$ cat src/rtl/mm_pkg.sv
// Shared types and default widths for the MMHelper sequencer slice.
package mm_pkg;

  localparam int MM_DATA_W = 8;
  localparam int MM_N      = 4;
  localparam int MM_OUT_W  = 20;

  typedef enum logic [2:0] {
    S_IDLE    = 3'd0,
    S_LOAD_A  = 3'd1,
    S_LOAD_B  = 3'd2,
    S_ISSUE   = 3'd3,
    S_CAPTURE = 3'd4,
    S_OUTPUT  = 3'd5
  } mm_seq_state_t;

endpackage

$ cat src/rtl/mm_idx_walker.sv
// Row-major (r, c) walker over a rows x cols grid; last_o flags the final cell.
// Advancing from the final cell wraps back to (0, 0).
module mm_idx_walker #(
  parameter int W = 4
) (
  input  logic         clk,
  input  logic         rst_n,
  input  logic         clr_i,
  input  logic         adv_i,
  input  logic [W-1:0] rows_i,
  input  logic [W-1:0] cols_i,
  output logic [W-1:0] r_o,
  output logic [W-1:0] c_o,
  output logic         last_o
);

  logic [W-1:0] r_q, r_d;
  logic [W-1:0] c_q, c_d;
  logic         row_end;

  assign row_end = (c_q == cols_i - W'(1));
  assign last_o  = row_end && (r_q == rows_i - W'(1));
  assign r_o     = r_q;
  assign c_o     = c_q;

  always_comb begin
    r_d = r_q;
    c_d = c_q;
    if (clr_i) begin
      r_d = '0;
      c_d = '0;
    end else if (adv_i) begin
      if (last_o) begin
        r_d = '0;
        c_d = '0;
      end else if (row_end) begin
        r_d = r_q + W'(1);
        c_d = '0;
      end else begin
        c_d = c_q + W'(1);
      end
    end
  end

  always_ff @(posedge clk or negedge rst_n) begin
    if (!rst_n) begin
      r_q <= '0;
      c_q <= '0;
    end else begin
      r_q <= r_d;
      c_q <= c_d;
    end
  end

endmodule

$ cat src/rtl/mm_sequencer.sv
// Drives the MMHelper: loads A then B, issues one compute per C element and streams C out.
// Optional MM_SEQ_CYCLE_CNT_EN adds a saturating op_cycles counter port.
module mm_sequencer
  import mm_pkg::*;
#(
  parameter int DATA_WIDTH     = MM_DATA_W,
  parameter int N              = MM_N,
  parameter int OUT_DATA_WIDTH = MM_OUT_W
) (
  input  logic                             clk,
  input  logic                             reset,
  input  logic                             start,
  input  logic [N-1:0]                     dim_m,
  input  logic [N-1:0]                     dim_k,
  input  logic [N-1:0]                     dim_n,
  input  logic                             in_valid,
  input  logic signed [DATA_WIDTH-1:0]     in_data,
  output logic                             in_ready,
  output logic                             hlp_wr_enable,
  output logic                             hlp_compute_enable,
  output logic signed [DATA_WIDTH-1:0]     hlp_in_data,
  output logic [N-1:0]                     hlp_i,
  output logic [N-1:0]                     hlp_j,
  output logic                             hlp_is_first_mat,
  output logic [N-1:0]                     hlp_match_dim,
  input  logic signed [OUT_DATA_WIDTH-1:0] hlp_out_data,
  output logic                             res_valid,
  input  logic                             res_ready,
  output logic signed [OUT_DATA_WIDTH-1:0] res_data,
  output logic                             res_last,
  output logic                             busy,
  output logic                             cfg_err
`ifdef MM_SEQ_CYCLE_CNT_EN
  ,
  output logic [31:0]                      op_cycles
`endif
);

  function automatic logic dim_ok(input logic [N-1:0] d);
    return (d != '0) && (int'(d) <= N);
  endfunction

  mm_seq_state_t state_q, state_d;

  logic [N-1:0] m_q, k_q, n_q;
  logic [N-1:0] rows, cols, idx_r, idx_c;
  logic         idx_last, idx_clr, idx_adv;
  logic         start_ok, accept, beat, res_hs;

  logic                             wr_en_q, cmp_en_q, first_q, cfg_err_q;
  logic signed [DATA_WIDTH-1:0]     in_data_q;
  logic [N-1:0]                     i_q, j_q;
  logic                             res_valid_q, res_last_q, cap_fresh_q;
  logic signed [OUT_DATA_WIDTH-1:0] res_data_q;

  assign start_ok = dim_ok(dim_m) && dim_ok(dim_k) && dim_ok(dim_n);
  assign accept   = (state_q == S_IDLE) && start && start_ok;
  assign beat     = in_valid && in_ready;
  assign res_hs   = (state_q == S_OUTPUT) && res_ready;

  // One walker is time-shared: M x K, then K x N, then M x N for results.
  always_comb begin
    rows = m_q;
    cols = n_q;
    if (state_q == S_LOAD_A) begin
      cols = k_q;
    end else if (state_q == S_LOAD_B) begin
      rows = k_q;
    end
  end

  assign idx_clr = (state_q == S_IDLE);
  assign idx_adv = beat || res_hs;

  mm_idx_walker #(.W(N)) u_walker (
    .clk    (clk),
    .rst_n  (reset),
    .clr_i  (idx_clr),
    .adv_i  (idx_adv),
    .rows_i (rows),
    .cols_i (cols),
    .r_o    (idx_r),
    .c_o    (idx_c),
    .last_o (idx_last)
  );

  always_ff @(posedge clk or negedge reset) begin
    if (!reset) begin
      state_q <= S_IDLE;
    end else begin
      state_q <= state_d;
    end
  end

  always_comb begin
    state_d = state_q;
    case (state_q)
      S_IDLE:    if (accept) state_d = S_LOAD_A;
      S_LOAD_A:  if (beat && idx_last) state_d = S_LOAD_B;
      S_LOAD_B:  if (beat && idx_last) state_d = S_ISSUE;
      S_ISSUE:   state_d = S_CAPTURE;
      S_CAPTURE: state_d = S_OUTPUT;
      S_OUTPUT:  if (res_hs) state_d = idx_last ? S_IDLE : S_ISSUE;
      default:   state_d = S_IDLE;
    endcase
  end

  always_comb begin
    in_ready = (state_q == S_LOAD_A) || (state_q == S_LOAD_B);
    busy     = (state_q != S_IDLE);
  end

  // Compute is registered on leaving ISSUE so it never shares a cycle with the final B write;
  // the helper result is valid from the first OUTPUT cycle and is held locally afterwards.
  always_ff @(posedge clk or negedge reset) begin
    if (!reset) begin
      m_q         <= '0;
      k_q         <= '0;
      n_q         <= '0;
      wr_en_q     <= 1'b0;
      cmp_en_q    <= 1'b0;
      first_q     <= 1'b0;
      cfg_err_q   <= 1'b0;
      in_data_q   <= '0;
      i_q         <= '0;
      j_q         <= '0;
      res_valid_q <= 1'b0;
      res_last_q  <= 1'b0;
      cap_fresh_q <= 1'b0;
      res_data_q  <= '0;
    end else begin
      cfg_err_q   <= (state_q == S_IDLE) && start && !start_ok;
      wr_en_q     <= beat;
      first_q     <= beat && (state_q == S_LOAD_A);
      cmp_en_q    <= (state_q == S_ISSUE);
      cap_fresh_q <= (state_q == S_CAPTURE);
      if (accept) begin
        m_q <= dim_m;
        k_q <= dim_k;
        n_q <= dim_n;
      end
      if (beat) begin
        in_data_q <= in_data;
      end
      if (beat || (state_q == S_ISSUE)) begin
        i_q <= idx_r;
        j_q <= idx_c;
      end
      if (cap_fresh_q) begin
        res_data_q <= hlp_out_data;
      end
      if (state_q == S_CAPTURE) begin
        res_valid_q <= 1'b1;
        res_last_q  <= idx_last;
      end else if (res_hs) begin
        res_valid_q <= 1'b0;
        res_last_q  <= 1'b0;
      end
    end
  end

  assign hlp_wr_enable      = wr_en_q;
  assign hlp_compute_enable = cmp_en_q;
  assign hlp_in_data        = in_data_q;
  assign hlp_i              = i_q;
  assign hlp_j              = j_q;
  assign hlp_is_first_mat   = first_q;
  assign hlp_match_dim      = k_q;
  assign res_valid          = res_valid_q;
  assign res_last           = res_last_q;
  assign res_data           = cap_fresh_q ? hlp_out_data : res_data_q;
  assign cfg_err            = cfg_err_q;

`ifdef MM_SEQ_CYCLE_CNT_EN
  logic [31:0] cyc_q;

  always_ff @(posedge clk or negedge reset) begin
    if (!reset) begin
      cyc_q <= '0;
    end else if (accept) begin
      cyc_q <= 32'd1;
    end else if (busy && (cyc_q != '1)) begin
      cyc_q <= cyc_q + 32'd1;
    end
  end

  assign op_cycles = cyc_q;
`endif

endmodule

$ cat config.mk
export PLATFORM = sky130hd
export DESIGN_NAME = mm_sequencer
export DESIGN_NICKNAME = d
export VERILOG_FILES = /design/src/rtl/mm_pkg.sv /design/src/rtl/mm_idx_walker.sv /design/src/rtl/mm_sequencer.sv
export SDC_FILE = /design/constraint.sdc
export NUM_CORES = 1
export LEC_CHECK = 0
export ABC_AREA = 1
export CORE_MARGIN = 3
export CORE_UTILIZATION = 47
export DETAILED_ROUTE_END_ITERATION = 10
export GPL_ROUTABILITY_DRIVEN = 0
export PLACE_DENSITY = 0.8
export SETUP_SLACK_MARGIN = 0.2
export SYNTH_ARGS = -nofsm -noshare
export SYNTH_HDL_FRONTEND = slang
export SYNTH_SLANG_ARGS = --single-unit
export TNS_END_PERCENT = 10
$ cat constraint.sdc
create_clock -name clk -period 2.6 [get_ports clk]
set_clock_uncertainty 0.1 [all_clocks]
set_input_delay 0.78 -clock clk [delete_from_list [all_inputs] [get_ports clk]]
set_output_delay 0.78 -clock clk [all_outputs]
set_load 0.01 [all_outputs]
## Word-level counts from Yosys, hierarchy flattened

Cells that the tools add are included.

| word-level totals | value |
|---|---|
| register bits | 66 |
| bits of input ports | 45 |
| output and inout bits | 48 |

| operators by class | value |
|---|---|
| add/sub/neg operators | 4 |
| $lt $le $gt $ge | 3 |
| equality and inequality tests | 11 |
| mux-type cells | 21 |
| reductions and logical operators | 27 |

Operators with widths:

| operator | number |
|---|---|
| $mux 4 | 11 |
| $mux 20 | 1 |
| $pmux 3 s6 | 1 |
| $logic_and 1x1->1 | 13 |
| $le 4x3->1 const B | 3 |
| $mux 3 | 4 |
| $reduce_bool 4->1 | 3 |
| $add 4x1->4 const B | 2 |
| $eq 4x4->1 | 2 |
| $sub 4x1->4 const B | 2 |
| $eq 3x2->1 const B | 2 |
| $eq 3x3->1 const B | 2 |
| $ne 2x1->1 const B | 3 |
| $reduce_bool 3->1 | 2 |
| $reduce_and 4->1 | 1 |
| $reduce_bool 2->1 | 2 |
| $eq 3x1->1 const B | 1 |
| $logic_not 3->1 | 1 |
| $logic_or 1x1->1 | 3 |
| $mux 1 | 3 |
| $mux 2 | 1 |
| $ne 2x2->1 const B | 1 |
| $reduce_and 2->1 | 1 |
| $logic_not 1->1 | 1 |

## Depth between registers and ports, before layout

| logic depth | value |
|---|---|
| depth after elaboration | 9 |
| depth in mapped cells | 18 |
| depth with buffers taken out | 17 |

## By module

Synthesis repeated with hierarchy kept, for this count alone.

| unflattened totals | value |
|---|---|
| cells, all modules | 370 |
| area total of the unflattened synthesis | 3240.6 um^2 |

Modules (own cells, without submodules):

| module | times used | cells each | area each (um^2) |
|---|---|---|---|
| mm_sequencer | 1 | 251 | 2489.9 |
| mm_idx_walker | 1 | 119 | 750.7 |

## Worst setup path before layout

No wires, ideal clock.

| path | value |
|---|---|
| path type | register to register |
| start point | register state_q[2] |
| end point | register u_walker.r_q[0] (netlist: u_walker.r_o[0]) |
| library setup time | 124 ps |
| arrival time | 1954 ps |
| required time | 2376 ps |
| path slack | 423 ps |
| stages on the path, launching flop included | 17 |
| path through | dfrtp_1 inv_2 nand3_4 o21ai_1 ha_1 xor2_1 inv_1 nand3_1 nand2_1 nor2_1 nand2_2 nor2_2 nand2_2 nand2_1 nor2_1 nand2_1 o21ai_1 |

| between the ends | value |
|---|---|
| longest elaborated chain between the ends | 9 |

RTL lines:

| item | line | source |
|---|---|---|
| start, declared | mm_sequencer.sv:43 | `mm_seq_state_t state_q, state_d;` |
| start signal, assigned | mm_sequencer.sv:91 | `state_q <= state_d;` |
| $eq 3x2->1 | mm_sequencer.sv:67, mm_sequencer.sv:109 |  |
| $mux 4 | mm_sequencer.sv:67 | `end else if (state_q == S_LOAD_B) begin` |
| $mux 4 | mm_sequencer.sv:65 | `if (state_q == S_LOAD_A) begin` |
| $sub 4x1->4 | mm_idx_walker.sv:22 | `assign last_o = row_end && (r_q == rows_i - W'(1));` |
| $eq 4x4->1 | mm_idx_walker.sv:22 |  |
| $logic_and 1x1->1 | mm_idx_walker.sv:22 |  |
| $mux 4 | mm_idx_walker.sv:33 | `if (last_o) begin` |
| $mux 4 | mm_idx_walker.sv:32 | `end else if (adv_i) begin` |
| $mux 4 | mm_idx_walker.sv:29 | `if (clr_i) begin` |
| end signal, assigned | mm_idx_walker.sv:50 | `r_q <= r_d;` |
| end, declared | mm_idx_walker.sv:17 | `logic [W-1:0] r_q, r_d;` |

Several ways; a longest one is shown, not always the timed one. The select of a mux whose other input is x is not followed.
A chain may end at the register's enable or synchronous reset.

## Final worst setup path

| path | value |
|---|---|
| start point | input hlp_out_data[9] |
| end point | output res_data[9] |

| between the ends | value |
|---|---|
| longest elaborated chain between the ends | 1 |

RTL lines:

| item | line | source |
|---|---|---|
| start, declared | mm_sequencer.sv:26 | `input logic signed [OUT_DATA_WIDTH-1:0] hlp_out_data,` |
| $mux 20 | mm_sequencer.sv:171 | `assign res_data = cap_fresh_q ? hlp_out_data : res_data_q;` |
| end, declared | mm_sequencer.sv:29 | `output logic signed [OUT_DATA_WIDTH-1:0] res_data,` |

No other way between the ends.

==> flow_metrics.py <==
metrics = {
    "die": {
        "io_pins": 93,
        "placementRows": 28,
        "die_h_um": 87.0,
        "dieArea_um2": 7560,
        "design.core.area_um2": 6130,
        "die_w_um": 87.0,
        "initial_utilization_pct": 50.3,
    },
    "run": {
        "drv_cap": 0,
    },
    "synthesis": {
        "ys_ff_latch": 66,
        "syn-num-nets": 396,
        "syn_area_per_cell_um2": 8.86,
        "synth_edf_count": 0,
        "yosysSeqAreaShare_pct": 53.6,
        "synth_ff_type": "dfrtp_1",
        "yosysUniqueCellTypes": 26,
        "synthTopCellsByCount": "95 x nand2_1, 66 x dfrtp_1, 37 x inv_1",
        "synth_area_um2": 3080,
        "synth.top_cells.by_area": "dfrtp_1 54%, nand2_1 12%, mux2_2 8.0%",
        "synth_top_area_share_pct": 53.6,
        "ys_warn_count": 0,
        "async_flop_share_pct": 100,
        "synth.most_common_cell": "nand2_1",
        "synth_top_area_cell": "dfrtp_1",
        "syn_inst": 348,
    },
    "timing": {
        "slew_headroom_pct": 70.0,
        "rsz0062_at_grt": "yes",
        "period_needed_ns": 2.47,
        "fin_crit_sh_pct": 95.0,
        "finalSetupViolCount": 0,
        "worst_pin_slew_ns": 0.446,
        "drv_slew": 0,
        "fmax_mhz": 405,
        "finalHoldViolations": 0,
        "setup_ws_ns": 0.129,
        "whs_ns": 0.273,
    },
    "route": {
        "post_drt_wl_per_cell_um": 13.8,
        "vias": 2699,
        "drt_drc_violations_left": 0,
        "vias_per_cell": 4.96,
        "ant_nets": 0,
        "dr.first_iter.drc_count": 171,
        "totalWireLength_um": 7480,
        "drt_pass1_iterations": 4,
    },
    "finish": {
        "final-seq-area_um2": 1660,
        "fill_cells": 449,
        "final_nets": 512,
        "multiInputGateArea_um2": 1340,
        "synthToLayoutAreaGrowth_pct": 46.4,
        "drive_above_1_share_pct": 23.9,
        "diodes": 0,
        "stdcell_area_um2": 4510,
        "largest_reg_flops": 20,
        "regMostFlops": "res_data_q",
    },
    "global_route": {
        "overflow": 0,
        "grt_pass1_wl_um": 12100,
        "first_global_vias": 2581,
        "grt_max_degree": 50,
        "grt_usage_pct": 20.6,
        "grt_antenna_before_repair": 0,
    },
    "clock_tree": {
        "cts_htree_levels": 3,
        "cts_buffer_depth": 2,
        "cts.sinks": 66,
        "cts-root-buf": "clkbuf_8",
        "path_clk_slew_ns": 0.07,
        "clk_latency_ns": 0.34,
        "cts_made_buffers": 9,
        "cts-hold-fix-buffers": 0,
        "cts_tree": "done",
    },
    "critical_path": {
        "worstSetupPathType": "input port to primary output",
        "path_buf_inv": 2,
        "slowest_delay_ns": 0.39,
        "critPathArrivalTime_ns": 1.59,
        "worst_setup_path_end_kind": "primary output",
        "start_kind": "input port",
        "cp_top_family": "buffers and inverters",
        "critPathSlowestCell": "clkdlybuf4s50_1",
        "cp.required_ns": 1.72,
        "crit_chain": "clkdlybuf4s50_1 > mux2_2 > buf_2",
        "worst-path-max-fanout": 2,
    },
    "worst_hold_path": {
        "holdCritPathClass": "input port to asynchronous set/reset pin",
    },
    "placement": {
        "place_area_um2": 4130,
        "hpwlAfterDp_um": 5350,
        "io_buffers": 92,
        "pre_cts_ws_ns": -0.248,
    },
    "power": {
        "power_leakage_nw": 2.22,
        "power_density_nw_per_um2": 1180,
        "ir_worst_vdd_mv": 0.636,
    },
    "run_status": {
        "status": "finished clean",
    },
}
## stage by stage
step	util [%]	std cells	TNS, ns	power [mW]
floorplan	-	348	0	3.03
global placement	67.3	516	-4.09	4.11
detailed placement	67.3	516	-4.31	4.19
CTS	70.4	532	0	5.09
global route	73.6	544	0	5.73
finish	73.6	544	0	5.35
## final timing paths
path | start | end | slack (ns) | cells after the start
setup / recovery | hlp_out_data[9] | res_data[9] | 0.13 | 3
hold / removal | reset | res_data_q[18] | 0.27 | 1
setup reg to reg | state_q[1] | state_q[0] | 0.27 | 15
hold reg to reg | hlp_in_data[1] | hlp_in_data[1] | 0.37 | 2
max in group asynchronous | reset | state_q[0] | 1.51 | 2
min in group clk | hlp_in_data[1] | hlp_in_data[1] | 0.37 | 2
## cell usage in the layout (no fill, tap or decap), drive strengths merged
cell	count
ha	3
o211ai	1
xor2	6
dfrtp	66
clkdlybuf4s50	66
nor2	33
mux2	22
nand3	23
dlymetal6s2s	1
o31ai	1
buf	41
o21ai	11
clkbuf	12
clkdlybuf4s15	1
a21oi	20
clkinv	3
nor3	4
a211oi	1
inv	42
nand2	100
bufinv	2
or3	1
dlygate4sd2	3
nand4	5
o22ai	1
## logic make-up after synthesis
| kind of cell | Yosys count | synth area share (%) |
|---|---|---|
| simple gates | 166 | 22.9 |
| xor+xnor | 6 | 1.71 |
| compound gates | 35 | 5.97 |
| buf+inv | 50 | 6.54 |
| flops | 66 | 53.6 |
| fa+ha+maj | 3 | 1.22 |
| mux | 22 | 8.04 |
## report_power, final
group / switching (mW) / leakage, nW / internal, mW
sequential: 0.238 / 0.797 / 1.45
combinational: 1.40 / 1.31 / 1.29
clock: 0.383 / 0.117 / 0.593
## cell type report
type	instances	share of cell area [%]
well taps	75	2.08
inverters	43	3.91
clock buffers	12	3.44
flip-flops and latches	66	36.7
repair buffers	112	22.6
clock inverters	4	1.64
multi-input cells	232	29.7
## routing by layer
layer	vias to the layer above	GRT usage, %	wire length (um)
li1	1341	-	-
met1	1244	25.0	3170
met2	97	34.8	3510
met3	17	4.35	586
met4	0	9.49	214
met5	-	0	0
## worst register-to-register path: stages (launching register included)
cell and delay, ns:
dfrtp_2 0.47, inv_4 0.10, nand3_4 0.12, nand2_2 0.12, o21ai_4 0.07, ha_4 0.27
xor2_1 0.13, nand3_1 0.10, nor2_2 0.12, nand2_2 0.11, nor2_4 0.13, nand3_1 0.08
nand2_1 0.06, nand2_1 0.09, nand2_1 0.08, o21ai_1 0.06
## repair_timing
| action | CTS | global route |
|---|---|---|
| pin swaps | 0 | 10 |
| cloned | 0 | 0 |
| buffers inserted | 0 | 12 |
| resized for setup | 100 | 30 |
| endpoints found under the setup margin | 28 | 30 |
(Power assumes the default switching activity.)
